$ cat src/rtl/sccb_cfg_pkg.sv
`default_nettype none
// ============================================================================
// Module   : sccb_cfg_pkg
// Brief    : Shared types and constants for the SCCB configuration sequencer.
// Revision : 1.0 - initial release
// ============================================================================
package sccb_cfg_pkg;

  // Script entry opcodes
  typedef enum logic [1:0] {
    OP_WRITE      = 2'b00,
    OP_READ_CHECK = 2'b01,
    OP_DELAY      = 2'b10,
    OP_END        = 2'b11
  } op_e;

  // Widest supported register address; narrower REG_AW values are
  // zero-extended into this field when an entry is unpacked.
  localparam int REG_AW_MAX = 16;

  typedef struct packed {
    op_e                   op;
    logic [REG_AW_MAX-1:0] regaddr;
    logic [7:0]            data;
    logic [7:0]            mask;
  } entry_t;

  // Error codes reported on o_err_code
  localparam logic [1:0] c_err_none     = 2'b00;
  localparam logic [1:0] c_err_nack     = 2'b01;
  localparam logic [1:0] c_err_mismatch = 2'b10;
  localparam logic [1:0] c_err_overrun  = 2'b11;

  // Sequencer states
  typedef enum logic [3:0] {
    ST_IDLE   = 4'd0,
    ST_FETCH  = 4'd1,
    ST_DECODE = 4'd2,
    ST_REQ    = 4'd3,
    ST_XFER   = 4'd4,
    ST_WAIT   = 4'd5,
    ST_NEXT   = 4'd6,
    ST_DONE   = 4'd7,
    ST_ERROR  = 4'd8
  } state_e;

  // Read-verify: only the bits selected by mask take part in the compare
  function automatic logic check_pass(input logic [7:0] rdata,
                                      input logic [7:0] data,
                                      input logic [7:0] mask);
    return ((rdata & mask) == (data & mask));
  endfunction

endpackage
`default_nettype wire

$ cat src/rtl/sccb_delay_timer.sv
`default_nettype none
// ============================================================================
// Module   : sccb_delay_timer
// Brief    : Unit-count delay timer. A load captures the unit count, a
//            prescaler divides clk into units, and o_expire pulses once when
//            the count has run out (one cycle after load for a zero count).
// Revision : 1.0 - initial release
// ============================================================================
module sccb_delay_timer #(
  parameter int CNT_W    = 16,
  parameter int UNIT_CYC = 50000
) (
  input  logic             clk,
  input  logic             i_rst,
  input  logic             i_load,
  input  logic [CNT_W-1:0] i_count,
  output logic             o_expire
);

  localparam int PRESC_W = (UNIT_CYC > 1) ? $clog2(UNIT_CYC) : 1;
  localparam logic [PRESC_W-1:0] c_presc_last = PRESC_W'(UNIT_CYC - 1);

  logic [CNT_W-1:0]   r_units;
  logic [PRESC_W-1:0] r_presc;
  logic               r_active;

  // Unit counter only decrements while non-zero, so it can never wrap
  always_ff @(posedge clk) begin
    if (i_rst) begin
      r_units  <= '0;
      r_presc  <= '0;
      r_active <= 1'b0;
    end else if (i_load) begin
      r_units  <= i_count;
      r_presc  <= '0;
      r_active <= 1'b1;
    end else if (r_active) begin
      if (r_units == '0) begin
        r_active <= 1'b0;
      end else if (r_presc == c_presc_last) begin
        r_presc <= '0;
        r_units <= r_units - 1'b1;
      end else begin
        r_presc <= r_presc + 1'b1;
      end
    end
  end

  assign o_expire = r_active && (r_units == '0);

endmodule
`default_nettype wire

$ cat src/rtl/sccb_cfg_sequencer.sv
`default_nettype none
// ============================================================================
// Module   : sccb_cfg_sequencer
// Brief    : Script-driven SCCB/I2C register configuration sequencer. Fetches
//            entries from a synchronous ROM and issues writes, read-verifies
//            and delays through a byte-level I2C master handshake.
// Revision : 1.0 - initial release
// ============================================================================
module sccb_cfg_sequencer
  import sccb_cfg_pkg::*;
#(
  parameter int         CLK_HZ         = 50000000,
  parameter int         REG_AW         = 16,
  parameter int         SCRIPT_DEPTH   = 128,
  parameter logic [6:0] DEV_ADDR       = 7'h60,
  parameter int         MAX_RETRY      = 3,
  parameter int         DELAY_UNIT_CYC = CLK_HZ / 1000,
  localparam int        AW             = $clog2(SCRIPT_DEPTH),
  localparam int        ENTRY_W        = 2 + REG_AW + 16
) (
  input  logic               clk,
  input  logic               i_rst,
  input  logic               i_start,
  output logic [AW-1:0]      o_rom_addr,
  input  logic [ENTRY_W-1:0] i_rom_data,
  output logic               o_i2c_req,
  input  logic               i_i2c_ready,
  output logic               o_i2c_rw,
  output logic [6:0]         o_i2c_dev,
  output logic [REG_AW-1:0]  o_i2c_reg,
  output logic [7:0]         o_i2c_wdata,
  input  logic               i_i2c_done,
  input  logic               i_i2c_nack,
  input  logic [7:0]         i_i2c_rdata,
  output logic               o_busy,
  output logic               o_done,
  output logic               o_error,
  output logic [1:0]         o_err_code,
  output logic [AW-1:0]      o_err_index
);

  localparam int            RETRY_W    = (MAX_RETRY > 0) ? $clog2(MAX_RETRY + 1) : 1;
  localparam logic [AW-1:0] c_idx_last = AW'(SCRIPT_DEPTH - 1);

  state_e               r_state, w_next;
  entry_t               r_entry, w_rom_entry;
  logic [AW-1:0]        r_idx;
  logic [RETRY_W-1:0]   r_retry;
  logic                 r_done, r_error;
  logic [1:0]           r_err_code;
  logic [AW-1:0]        r_err_index;

  logic                 w_ld_entry, w_tmr_load, w_tmr_expire;
  logic                 w_retry_inc, w_retry_clr, w_idx_inc, w_idx_clr;
  logic                 w_set_err, w_set_done, w_clr_status;
  logic [1:0]           w_err_code;
  logic                 w_pass;

  // Unpack the ROM word into the package entry layout (regaddr zero-extended)
  always_comb begin
    w_rom_entry                      = '0;
    w_rom_entry.op                   = op_e'(i_rom_data[ENTRY_W-1 -: 2]);
    w_rom_entry.regaddr[REG_AW-1:0]  = i_rom_data[16 +: REG_AW];
    w_rom_entry.data                 = i_rom_data[15:8];
    w_rom_entry.mask                 = i_rom_data[7:0];
  end

  assign w_pass = check_pass(i_i2c_rdata, r_entry.data, r_entry.mask);

  sccb_delay_timer #(
    .CNT_W    (REG_AW),
    .UNIT_CYC (DELAY_UNIT_CYC)
  ) u_delay_timer (
    .clk      (clk),
    .i_rst    (i_rst),
    .i_load   (w_tmr_load),
    .i_count  (w_rom_entry.regaddr[REG_AW-1:0]),
    .o_expire (w_tmr_expire)
  );

  // State register
  always_ff @(posedge clk) begin
    if (i_rst) r_state <= ST_IDLE;
    else       r_state <= w_next;
  end

  // Next-state decode and datapath control strobes
  always_comb begin
    w_next       = r_state;
    o_i2c_req    = 1'b0;
    o_busy       = 1'b1;
    w_ld_entry   = 1'b0;
    w_tmr_load   = 1'b0;
    w_retry_inc  = 1'b0;
    w_retry_clr  = 1'b0;
    w_idx_inc    = 1'b0;
    w_idx_clr    = 1'b0;
    w_set_err    = 1'b0;
    w_err_code   = c_err_none;
    w_set_done   = 1'b0;
    w_clr_status = 1'b0;
    case (r_state)
      ST_IDLE: begin
        o_busy = 1'b0;
        if (i_start) begin
          w_idx_clr   = 1'b1;
          w_retry_clr = 1'b1;
          w_next      = ST_FETCH;
        end
      end
      ST_FETCH:  w_next = ST_DECODE;
      ST_DECODE: begin
        w_ld_entry = 1'b1;
        case (w_rom_entry.op)
          OP_WRITE, OP_READ_CHECK: w_next = ST_REQ;
          OP_DELAY: begin
            w_tmr_load = 1'b1;
            w_next     = ST_WAIT;
          end
          default: begin
            w_set_done = 1'b1;
            w_next     = ST_DONE;
          end
        endcase
      end
      ST_REQ: begin
        o_i2c_req = 1'b1;
        if (i_i2c_ready) w_next = ST_XFER;
      end
      ST_XFER: begin
        if (i_i2c_done) begin
          if (i_i2c_nack) begin
            if (r_retry < RETRY_W'(MAX_RETRY)) begin
              w_retry_inc = 1'b1;
              w_next      = ST_REQ;
            end else begin
              w_set_err  = 1'b1;
              w_err_code = c_err_nack;
              w_next     = ST_ERROR;
            end
          end else if ((r_entry.op == OP_READ_CHECK) && !w_pass) begin
            w_set_err  = 1'b1;
            w_err_code = c_err_mismatch;
            w_next     = ST_ERROR;
          end else begin
            w_next = ST_NEXT;
          end
        end
      end
      ST_WAIT: begin
        if (w_tmr_expire) w_next = ST_NEXT;
      end
      ST_NEXT: begin
        w_retry_clr = 1'b1;
        if (r_idx == c_idx_last) begin
          w_set_err  = 1'b1;
          w_err_code = c_err_overrun;
          w_next     = ST_ERROR;
        end else begin
          w_idx_inc = 1'b1;
          w_next    = ST_FETCH;
        end
      end
      ST_DONE, ST_ERROR: begin
        o_busy = 1'b0;
        if (i_start) begin
          w_clr_status = 1'b1;
          w_idx_clr    = 1'b1;
          w_retry_clr  = 1'b1;
          w_next       = ST_FETCH;
        end
      end
      default: begin
        o_busy = 1'b0;
        w_next = ST_IDLE;
      end
    endcase
  end

  // Script index, retry count, latched entry and status registers
  always_ff @(posedge clk) begin
    if (i_rst) begin
      r_idx       <= '0;
      r_retry     <= '0;
      r_entry     <= '0;
      r_done      <= 1'b0;
      r_error     <= 1'b0;
      r_err_code  <= c_err_none;
      r_err_index <= '0;
    end else begin
      if (w_idx_clr)      r_idx <= '0;
      else if (w_idx_inc) r_idx <= r_idx + 1'b1;

      if (w_retry_clr)      r_retry <= '0;
      else if (w_retry_inc) r_retry <= r_retry + 1'b1;

      if (w_ld_entry) r_entry <= w_rom_entry;

      if (w_clr_status) begin
        r_done      <= 1'b0;
        r_error     <= 1'b0;
        r_err_code  <= c_err_none;
        r_err_index <= '0;
      end else if (w_set_err) begin
        r_error     <= 1'b1;
        r_err_code  <= w_err_code;
        r_err_index <= r_idx;
      end else if (w_set_done) begin
        r_done <= 1'b1;
      end
    end
  end

  assign o_rom_addr  = r_idx;
  assign o_i2c_rw    = (r_entry.op == OP_READ_CHECK);
  assign o_i2c_dev   = DEV_ADDR;
  assign o_i2c_reg   = r_entry.regaddr[REG_AW-1:0];
  assign o_i2c_wdata = r_entry.data;
  assign o_done      = r_done;
  assign o_error     = r_error;
  assign o_err_code  = r_err_code;
  assign o_err_index = r_err_index;

endmodule
`default_nettype wire

$ cat config.mk
export PLATFORM = sky130hd
export DESIGN_NAME = sccb_cfg_sequencer
export DESIGN_NICKNAME = d
export VERILOG_FILES = /design/src/rtl/sccb_cfg_pkg.sv /design/src/rtl/sccb_delay_timer.sv /design/src/rtl/sccb_cfg_sequencer.sv
export SDC_FILE = /design/constraint.sdc
export NUM_CORES = 1
export LEC_CHECK = 0
export BUFFER_PORTS_ARGS = -buffer_cell sky130_fd_sc_hd__buf_2
export CAP_MARGIN = 20
export CORE_UTILIZATION = 30
export DETAILED_ROUTE_END_ITERATION = 8
export SLEW_MARGIN = 20
export SYNTH_ARGS = -nofsm -noshare
export SYNTH_HDL_FRONTEND = slang
export SYNTH_HIERARCHICAL = 1
export SYNTH_SLANG_ARGS = --single-unit
$ cat constraint.sdc
create_clock -name clk -period 3.25 [get_ports clk]
set_input_delay 0.65 -clock clk [delete_from_list [all_inputs] [get_ports clk]]
set_output_delay 0.65 -clock clk [all_outputs]
set_load 0.05 [all_outputs]
Yosys cells after proc, flatten, opt, wreduce, memory -nomap -nowiden --
Index checks and enable logic that the tools add are counted.
Storage, ports and cells: flip-flop bits (word level) 91, output and inout port bits 52
Cells by class: equality and inequality tests 19, mux-type cells 47, add/sub/neg operators 4, order comparisons 1, bitwise operators 4, reductions and logical operators 21
Operator list (count):
- $mux W16 | 5
- $mux W4 | 8
- $pmux W4 S7 | 1
- $mux W1 | 25
- $add A16 B1 Y16 const B | 1
- $and A8 B8 Y8 | 2
- $eq A16 B16 Y1 const B | 1
- $eq A4 B3 Y1 const B | 4
- $logic_not A16 Y1 | 1
- $sub A16 B1 Y16 const B | 1
- $reduce_or A2 Y1 | 6
- $eq A4 B2 Y1 const B | 2
- $eq A8 B8 Y1 | 1
- $mux W2 | 4
- $add A7 B1 Y7 const B | 1
- $eq A7 B7 Y1 const B | 1
- $ne A2 B1 Y1 const B | 3
- $pmux W3 S2 | 1
- $reduce_or A3 Y1 | 2
- $reduce_or A6 Y1 | 1
- $eq A2 B1 Y1 const B | 2
- $eq A4 B1 Y1 const B | 1
- $eq A4 B4 Y1 const B | 1
- $logic_not A4 Y1 | 1
- other kinds (14) | 20

Logic depth before layout (Yosys ltp) --
Gate-level depths: netlist of run 1.
depth in word-level cells 10, depth in mapped cells 13

Hierarchy --
The synthesis of run 1 kept the hierarchy.
Modules (own cells, without submodules):
- sccb_cfg_sequencer | seq. area each 1161.1 um^2, instances 1, area an instance 2882.8 um^2, cells each 351
- sccb_delay_timer | seq. area each 660.6 um^2, instances 1, area an instance 1756.7 um^2, cells each 207

Worst setup path before layout of run 1 --
OpenSTA, ideal clock, no wires.
path type register -> register, from register u_delay_timer.r_units[2], to register r_state[1], slack 0.675 ns, data required time 3.118 ns, setup time 0.132 ns, cell stages (with the launch flop) 12, data arrival time 2.443 ns, path through dfxtp_1 nor4_1 and4_1 clkbuf_1 clkbuf_1 and2_1 nor3b_1 o211ai_1 and3b_1 buf_6 mux2i_1 a211oi_2
On the way: word-level cells in the longest chain between the ends 4
Ends and longest elaborated chain:
- start, declared | RTL line sccb_delay_timer.sv:23 | logic [CNT_W-1:0] r_units;
- start signal, assigned | RTL line sccb_delay_timer.sv:34 | r_units <= i_count;
- start signal, assigned | RTL line sccb_delay_timer.sv:42 | r_units <= r_units - 1'b1;
- $logic_not A16 Y1 | RTL line sccb_delay_timer.sv:49 | assign o_expire = r_active && (r_units == '0);
- $logic_and A1 B1 Y1 | RTL line sccb_delay_timer.sv:49
- via w_tmr_expire | RTL line sccb_cfg_sequencer.sv:53 | logic w_ld_entry, w_tmr_load, w_tmr_expire;
- $ne A2 B1 Y1 (no source line)
- $reduce_and A4 Y1 (no source line)
- end signal, assigned | RTL line sccb_cfg_sequencer.sv:84 | else r_state <= w_next;
- end, declared | RTL line sccb_cfg_sequencer.sv:45 | state_e r_state, w_next;
The timed path passes the listed nets, and every way through them passes these cells. A chain may end at the register's enable or synchronous reset.

Worst setup path after layout of run 1 --
from register u_delay_timer.r_presc[7], to register u_delay_timer.r_units[7]
On the way: word-level cells in the longest chain between the ends 3
Ends and longest elaborated chain:
- start, declared | RTL line sccb_delay_timer.sv:24 | logic [PRESC_W-1:0] r_presc;
- start signal, assigned | RTL line sccb_delay_timer.sv:44 | r_presc <= r_presc + 1'b1;
- $eq A16 B16 Y1 | RTL line sccb_delay_timer.sv:40 | end else if (r_presc == c_presc_last) begin
- $reduce_bool A2 Y1 (no source line)
- $reduce_and A3 Y1 (no source line)
No other way between the ends.

==> results.sh, run 1 <==
export IMPL_drt_drc_violations_left=1
export IMPL_status="complete, but fails checks"
export IMPL_hold_viol_final=0
export IMPL_finalMaxSlewViolations=0
export IMPL_dpl_hpwl_um=7250
export IMPL_use_met1_pct=17.4
export IMPL_post_cts_buffers=0
export IMPL_grt_pass1_wl_um=17000
export IMPL_clock_fmax_mhz=390
export IMPL_num_rows=45
export IMPL_drive_gt1_share_pct=21.3
export IMPL_crit_type="reg -> reg"
export IMPL_final_setup_viol_count=0
export IMPL_leakagePower_nw=2.15
export IMPL_clock_root_buffer="clkbuf_16"
export IMPL_ys_ff_latch=91
export IMPL_fin_crit_ns=2.56
export IMPL_clock_sinks=91
export IMPL_slew_headroom_pct=57.9
export IMPL_violations="DRC"
export IMPL_cts_inserted_buffers=9
export IMPL_drv_cap=0
export IMPL_holdBufCountCts=0
export IMPL_clockPowerShare_pct=32.7
export IMPL_grt_busiest_layer="met2"
export IMPL_drt_pass1_iterations=6
export IMPL_grtUsageMet2_pct=20.9
export IMPL_arrival_ns=2.83
export IMPL_core_region_area_um2=15100
export IMPL_p_sw_mw=1.27
export IMPL_grt_max_degree=57
export IMPL_insertion_delay_ns=0.35
export IMPL_fp_dieH_um=126
export IMPL_vias=3840
export IMPL_first_global_vias=3567
export IMPL_p_sw_share_pct=36.2
export IMPL_drt_initial_drc_count=255
export IMPL_power_density_nw_per_um2=660
export IMPL_viasPerCell=4.79
export IMPL_die_area_um2=16000
export IMPL_ios=100
export IMPL_tightest_slew_ns=0.631
export IMPL_tritoncts="done"
export IMPL_cp_data_required_time_ns=3.51
export IMPL_diodes=0
export IMPL_crit_path_start_kind="flip-flop"
export IMPL_clock_path_buffers=2
export IMPL_rsz0062_at_grt="no"
export IMPL_cp_end_kind="flip-flop"
export IMPL_syn_inst=558
export IMPL_synthFlopType="dfxtp_1"
export IMPL_fillers=1610
export IMPL_p_comb_share_pct=29.4
export IMPL_synth_area_um2=4640
export IMPL_ant_nets=0
export IMPL_grt_use_total_pct=13.2
export IMPL_synth_warnings=6
export IMPL_cts_resized=0
export IMPL_dpl_cell_count=786
export IMPL_fin_skew_ns=0.00747
export IMPL_grt_ovfl_total=0
export IMPL_final_cells=802
export IMPL_period_share_pct=78.9
export IMPL_tns_ns=0
export IMPL_fin_worst_hold_slack_ns=0.450
export IMPL_antenna_found_initial=0
export IMPL_synthArstFlopShare_pct=0
export IMPL_synth_edf_count=0
export IMPL_path_clk_slew_ns=0.07
export IMPL_grt_use_met3_pct=3.54
export IMPL_area_growth_pct=15.0
export IMPL_avgSynthCellArea_um2=8.31
export IMPL_cp_max_fo=15
export IMPL_wl_per_cell_um=12.8
export IMPL_ys_types=68
export IMPL_wirelength_um=10300
export IMPL_start_util_pct=30.6
export IMPL_dieWidth_um=126
export IMPL_io_buffers=92
export IMPL_nNetsFinal=661
export IMPL_ir_drop_mv=0.274
export IMPL_gp_congestion=0.762
export IMPL_htreeDepth=3
export IMPL_p_seq_share_pct=38.0
export IMPL_seq_area_frac_synth_pct=39.3
export IMPL_hp_class="reg -> reg"
export IMPL_p_int_mw=2.25
kinds of logic (layout without fill, tap and decap cells):
group	count (synthesis)	count (layout)	share of synthesized area, %
AO/OA/AOI/OAI	96	96	13.5
buffers and inverters	77	128	9.74
multiplexers	11	11	2.37
XOR/XNOR	41	41	7.74
adder cells (fa/ha/maj)	4	4	1.08
other	2	7	0.162
AND/OR/NAND/NOR	236	236	26.2
flip-flops	91	91	39.3
layer usage:
metal,part of all wire (%),wire length (µm)
met5,0,0
met3,3.5,364
met1,49,5010
met4,1.4,145
met2,46,4780
area by class of cell:
class | instances | area (µm²) | share of cell area [%]
clock buffer | 10 | 239 | 4.48
clock inverter | 6 | 88.8 | 1.66
inverter | 13 | 48.8 | 0.914
multi-input combinational | 395 | 2390 | 44.8
sequential | 91 | 1820 | 34.1
tap | 188 | 235 | 4.41
timing repair buffer | 99 | 513 | 9.61
metrics by stage:
step	worst slack, ns	util, %	power [mW]	area [µm²]
2_1_floorplan	0.675	-	2.25	4660
3_3_place_gp	0.701	33.1	2.40	5010
3_5_place_dp	0.669	33.1	2.40	5010
4_1_cts	0.674	35.2	3.57	5340
5_1_grt	0.542	35.2	3.71	5340
6_report	0.686	35.2	3.52	5340
worst max-delay path: stages (launching register included):
cell and delay (ns):
dfxtp_1 0.36, or4b_1 0.51, or4_1 0.50, buf_4 0.20
or2_1 0.31, or3_1 0.36, a311oi_1 0.23
synthesized netlist by cell type, types with 3 or more instances:
cell type	n	area (µm²)
xor2_1	25	219
or4_1	6	45.0
buf_2	10	50.1
nand2b_1	3	18.8
a211oi_1	13	97.6
and4_1	3	26.3
and3_1	8	50.1
xnor2_1	16	140
a21o_1	3	22.5
nand4_1	13	81.3
or3_1	6	37.5
clkbuf_1	16	60.1
o21bai_1	3	22.5
ha_1	4	50.1
a21oi_1	46	230
o31ai_1	3	22.5
nor4_1	9	56.3
nand3b_1	3	22.5
nand2_1	92	345
nor3b_1	3	22.5
inv_1	12	45.0
mux2i_1	11	110
nand3_1	12	60.1
nor2_1	47	176
a22oi_1	4	30.0
o21ai_0	3	15.0
dfxtp_1	91	1820
buf_4	32	240
buf_6	4	45.0
nor3_1	8	40.0
final timing paths:
check | from | end | depth (start not counted) | slack [ns]
worst max register to register | u_delay_timer/r_presc[7] | u_delay_timer/r_units[7] | 6 | 0.69
worst min-delay path | o_i2c_reg[13] | o_i2c_reg[13] | 2 | 0.45
worst max-delay path | u_delay_timer/r_presc[7] | u_delay_timer/r_units[7] | 6 | 0.69
worst min register to register | o_i2c_reg[13] | o_i2c_reg[13] | 2 | 0.45
cell usage in the layout (no fill, tap or decap), types with 3 or more instances in the layout:
cell and instances:
o31ai_1 3, buf_2 92, o21ai_0 3, and4_1 3, and3_1 8, buf_4 7, or4_1 6, or3_1 6
nand2_1 92, nor3_1 8, xnor2_1 16, nor2_1 47, a21o_1 3, mux2i_1 11, a211oi_1 13, nor3b_1 3
nand3_1 12, o21bai_1 3, a22oi_1 4, a21oi_1 46, ha_1 4, nor4_1 9, inv_1 12, conb_1 7
nand4_1 13, dfxtp_1 91, nand2b_1 3, xor2_1 25, clkbuf_16 9, nand3b_1 3
power by group through the flow:
stage | Combinational, mW | Clock (mW) | Sequential, mW
CTS | 1.05 | 1.18 | 1.34
global placement | 1.04 | 0 | 1.36
detailed placement | 1.04 | 0 | 1.36
global route | 1.14 | 1.22 | 1.35
floorplan | 0.934 | 0 | 1.32
finish | 1.03 | 1.15 | 1.34
(Power assumes the default switching activity.)
==> run 2, diff against run 1 <==
--- a/config.mk
+++ b/config.mk
@@ -5,6 +5,7 @@
 export SDC_FILE = /design/constraint.sdc
 export NUM_CORES = 1
 export LEC_CHECK = 0
+export ABC_AREA = 1
 export BUFFER_PORTS_ARGS = -buffer_cell sky130_fd_sc_hd__buf_2
 export CAP_MARGIN = 20
 export CORE_UTILIZATION = 30
==> constraint.sdc (replaced) <==
create_clock -name clk -period 2.5 [get_ports clk]
set_input_delay 0.5 -clock clk [delete_from_list [all_inputs] [get_ports clk]]
set_output_delay 0.5 -clock clk [all_outputs]
set_load 0.05 [all_outputs]
==> run 2 against run 1 <==
Compared with the run above: the run still ends with DRC left; clock-buffer cell count did not move; cell area increased by 8.8%; clock skew is 0.00058 ns higher; global-route usage up 1.7 points; fmax increased by 27%; worst hold slack worse by 0.037 ns; area after synthesis grew 9.1%; non-clock buffer count decreased by 1.
==> results.sh, run 2 <==
export IMPL_path_clk_slew_ns=0.06
export IMPL_start_util_pct=30.6
export IMPL_clock_path_buffers=2
export IMPL_io_buffers=92
export IMPL_synth_area_um2=5060
export IMPL_rsz0062_at_grt="no"
export IMPL_min_delay_path_depth=3
export IMPL_final_common_cell="nor2_1"
export IMPL_synth_common_cells="174 x nor2_1, 157 x nand2_1, 91 x dfxtp_1"
export IMPL_worstReg2RegEnd="r_state[1]"
export IMPL_post_place_ws_ns=0.406
export IMPL_core_region_area_um2=16500
export IMPL_grt_use_total_pct=14.9
export IMPL_grt_ovfl_total=0
export IMPL_fin_skew_ns=0.00805
export IMPL_crit_path_start_kind="flip-flop"
export IMPL_reg2reg_from="u_delay_timer/r_units[1]"
export IMPL_grt_max_degree=46
export IMPL_ios=100
export IMPL_num_rows=47
export IMPL_dieWidth_um=132
export IMPL_fin_crit_ns=2.01
export IMPL_clock_root_buffer="clkbuf_16"
export IMPL_syn_inst=776
export IMPL_drive_gt1_share_pct=16.9
export IMPL_yosysTopAreaCell="dfxtp_1"
export IMPL_slew_headroom_pct=53.5
export IMPL_violations="DRC"
export IMPL_layout_setup_ws_ns=0.486
export IMPL_drt_initial_drc_count=303
export IMPL_arrival_ns=2.23
export IMPL_tns_ns=0
export IMPL_avgSynthCellArea_um2=6.52
export IMPL_die_area_um2=17400
export IMPL_synthDominantCellAreaShare_pct=36.0
export IMPL_nNetsFinal=889
export IMPL_dpl_cell_count=1046
export IMPL_gp_congestion=0.840
export IMPL_synth_most_common_cell="nor2_1"
export IMPL_area_growth_pct=14.8
export IMPL_clock_sinks=91
export IMPL_status="complete, but fails checks"
export IMPL_synth_edf_count=0
export IMPL_cp_data_required_time_ns=2.72
export IMPL_ir_drop_mv=0.349
export IMPL_min_to="r_entry[3]"
export IMPL_hold_viol_final=0
export IMPL_htreeDepth=3
export IMPL_ant_nets=0
export IMPL_dpl_hpwl_um=9040
export IMPL_vias=4775
export IMPL_final_cells=1061
export IMPL_synthTopCellsByArea="dfxtp_1 36%, nor2_1 13%, nand2_1 12%"
export IMPL_viasPerCell=4.50
export IMPL_ys_ff_latch=91
export IMPL_holdBufCountCts=0
export IMPL_synth_warnings=6
export IMPL_layout_common_cells="174 x nor2_1, 157 x nand2_1, 92 x buf_2"
export IMPL_final_setup_viol_count=0
export IMPL_grt_busiest_layer="met2"
export IMPL_final_cell_area_um2=5810
export IMPL_use_met1_pct=19.4
export IMPL_cp_end_kind="flip-flop"
export IMPL_cts_resized=0
export IMPL_fp_dieH_um=132
export IMPL_period_share_pct=80.6
export IMPL_ys_types=38
export IMPL_drt_drc_violations_left=2
export IMPL_seq_area_frac_synth_pct=36.0
export IMPL_drv_cap=0
export IMPL_wirelength_um=12300
export IMPL_post_cts_buffers=0
export IMPL_cts_inserted_buffers=9
export IMPL_crit_type="reg -> reg"
export IMPL_leakagePower_nw=2.66
export IMPL_antenna_found_initial=0
export IMPL_place_area_um2=5500
export IMPL_synthFlopType="dfxtp_1"
export IMPL_tightest_slew_ns=0.692
export IMPL_finalMaxSlewViolations=0
export IMPL_synthArstFlopShare_pct=0
export IMPL_first_global_vias=4409
export IMPL_cp_max_fo=5
export IMPL_tritoncts="done"
export IMPL_hp_class="in -> reg"
export IMPL_power_density_nw_per_um2=920
export IMPL_drt_pass1_iterations=7
export IMPL_grt_use_met3_pct=2.50
export IMPL_diodes=0
export IMPL_regToRegSetupSlack_ns=0.49
export IMPL_fillers=1785
export IMPL_grtUsageMet2_pct=24.3
export IMPL_reg2reg_depth=11
export IMPL_grt_pass1_wl_um=21100
export IMPL_hp_start="i_rom_data[3]"
export IMPL_wl_per_cell_um=11.6
export IMPL_insertion_delay_ns=0.35
export IMPL_clock_fmax_mhz=496
==> run 2: changes by cell type after synthesis, moves of 12 or more <==
cell      before  now
nor2_1        47  174
nand2_1       92  157
inv_1         12   74
o21ai_0        3   53
nand3_1       12   56
a21oi_1       46   27
xor2_1        25    6
a211oi_1      13    1
==> run 2: final cells by class <==
| type | instances | area (µm²) | area share [%] |
|---|---|---|---|
| multi-input combinational | 559 | 2610 | 44.9 |
| clock inverter | 5 | 78.8 | 1.36 |
| clock buffer | 10 | 229 | 3.94 |
| timing repair buffer | 98 | 505 | 8.70 |
| sequential | 91 | 1820 | 31.4 |
| tap | 220 | 275 | 4.74 |
| inverter | 78 | 293 | 5.04 |
==> run 2: where the power goes <==
part           switching [mW]  leakage [nW]  internal, mW
combinational            1.45          1.77         0.619
sequential              0.155         0.737          1.68
clock                   0.569         0.152         0.869
==> run 2: logic make-up after synthesis <==
group                      share of synthesized area, %
buffers and inverters                              12.9
xor gates and xnor gates                           2.08
AOI/OAI and AO/OA                                  11.2
adders and majority gates                         0.989
other                                             0.148
DFF                                                36.0
and+or+nand+nor                                    36.7
==> run 2: routing by layer <==
layer / wire [µm] / part of all wire [%]
met5: 0 / 0
met3: 411 / 3.3
met4: 174 / 1.4
met1: 6100 / 50
met2: 5600 / 46
==> run 2: metrics by stage <==
step                hold WS [ns]  utilization [%]  power, mW
floorplan                  0.430                -       3.69
global placement           0.442             33.3       3.94
detailed placement         0.447             33.3       3.95
CTS                        0.394             35.1       5.40
global route               0.419             35.1       5.73
finish                     0.413             35.1       5.34
==> run 2: worst max-delay path by stage <==
| stage | from | end | slack, ns | cells after the start |
|---|---|---|---|---|
| CTS | u_delay_timer/r_units[1] | r_state[1] | 0.43 | 11 |
| global placement | i_i2c_rdata[0] | o_error | 0.42 | 13 |
| detailed placement | i_i2c_rdata[0] | o_error | 0.41 | 13 |
| floorplan | o_rom_addr[0] | o_err_index[3] | 0.55 | 9 |
| finish | u_delay_timer/r_units[1] | r_state[1] | 0.49 | 11 |
| global route | u_delay_timer/r_units[1] | r_state[0] | 0.26 | 11 |
==> run 2: critical path, stage by stage (launching register included) <==
cell and delay, ns:
dfxtp_1 0.30, inv_1 0.08, ha_1 0.23, nand2_2 0.13, nor2_1 0.14, nand3_1 0.08, nor3_1 0.20, nor2_1 0.11
nor4_4 0.34, inv_1 0.13, nand2_1 0.08, a21oi_1 0.06
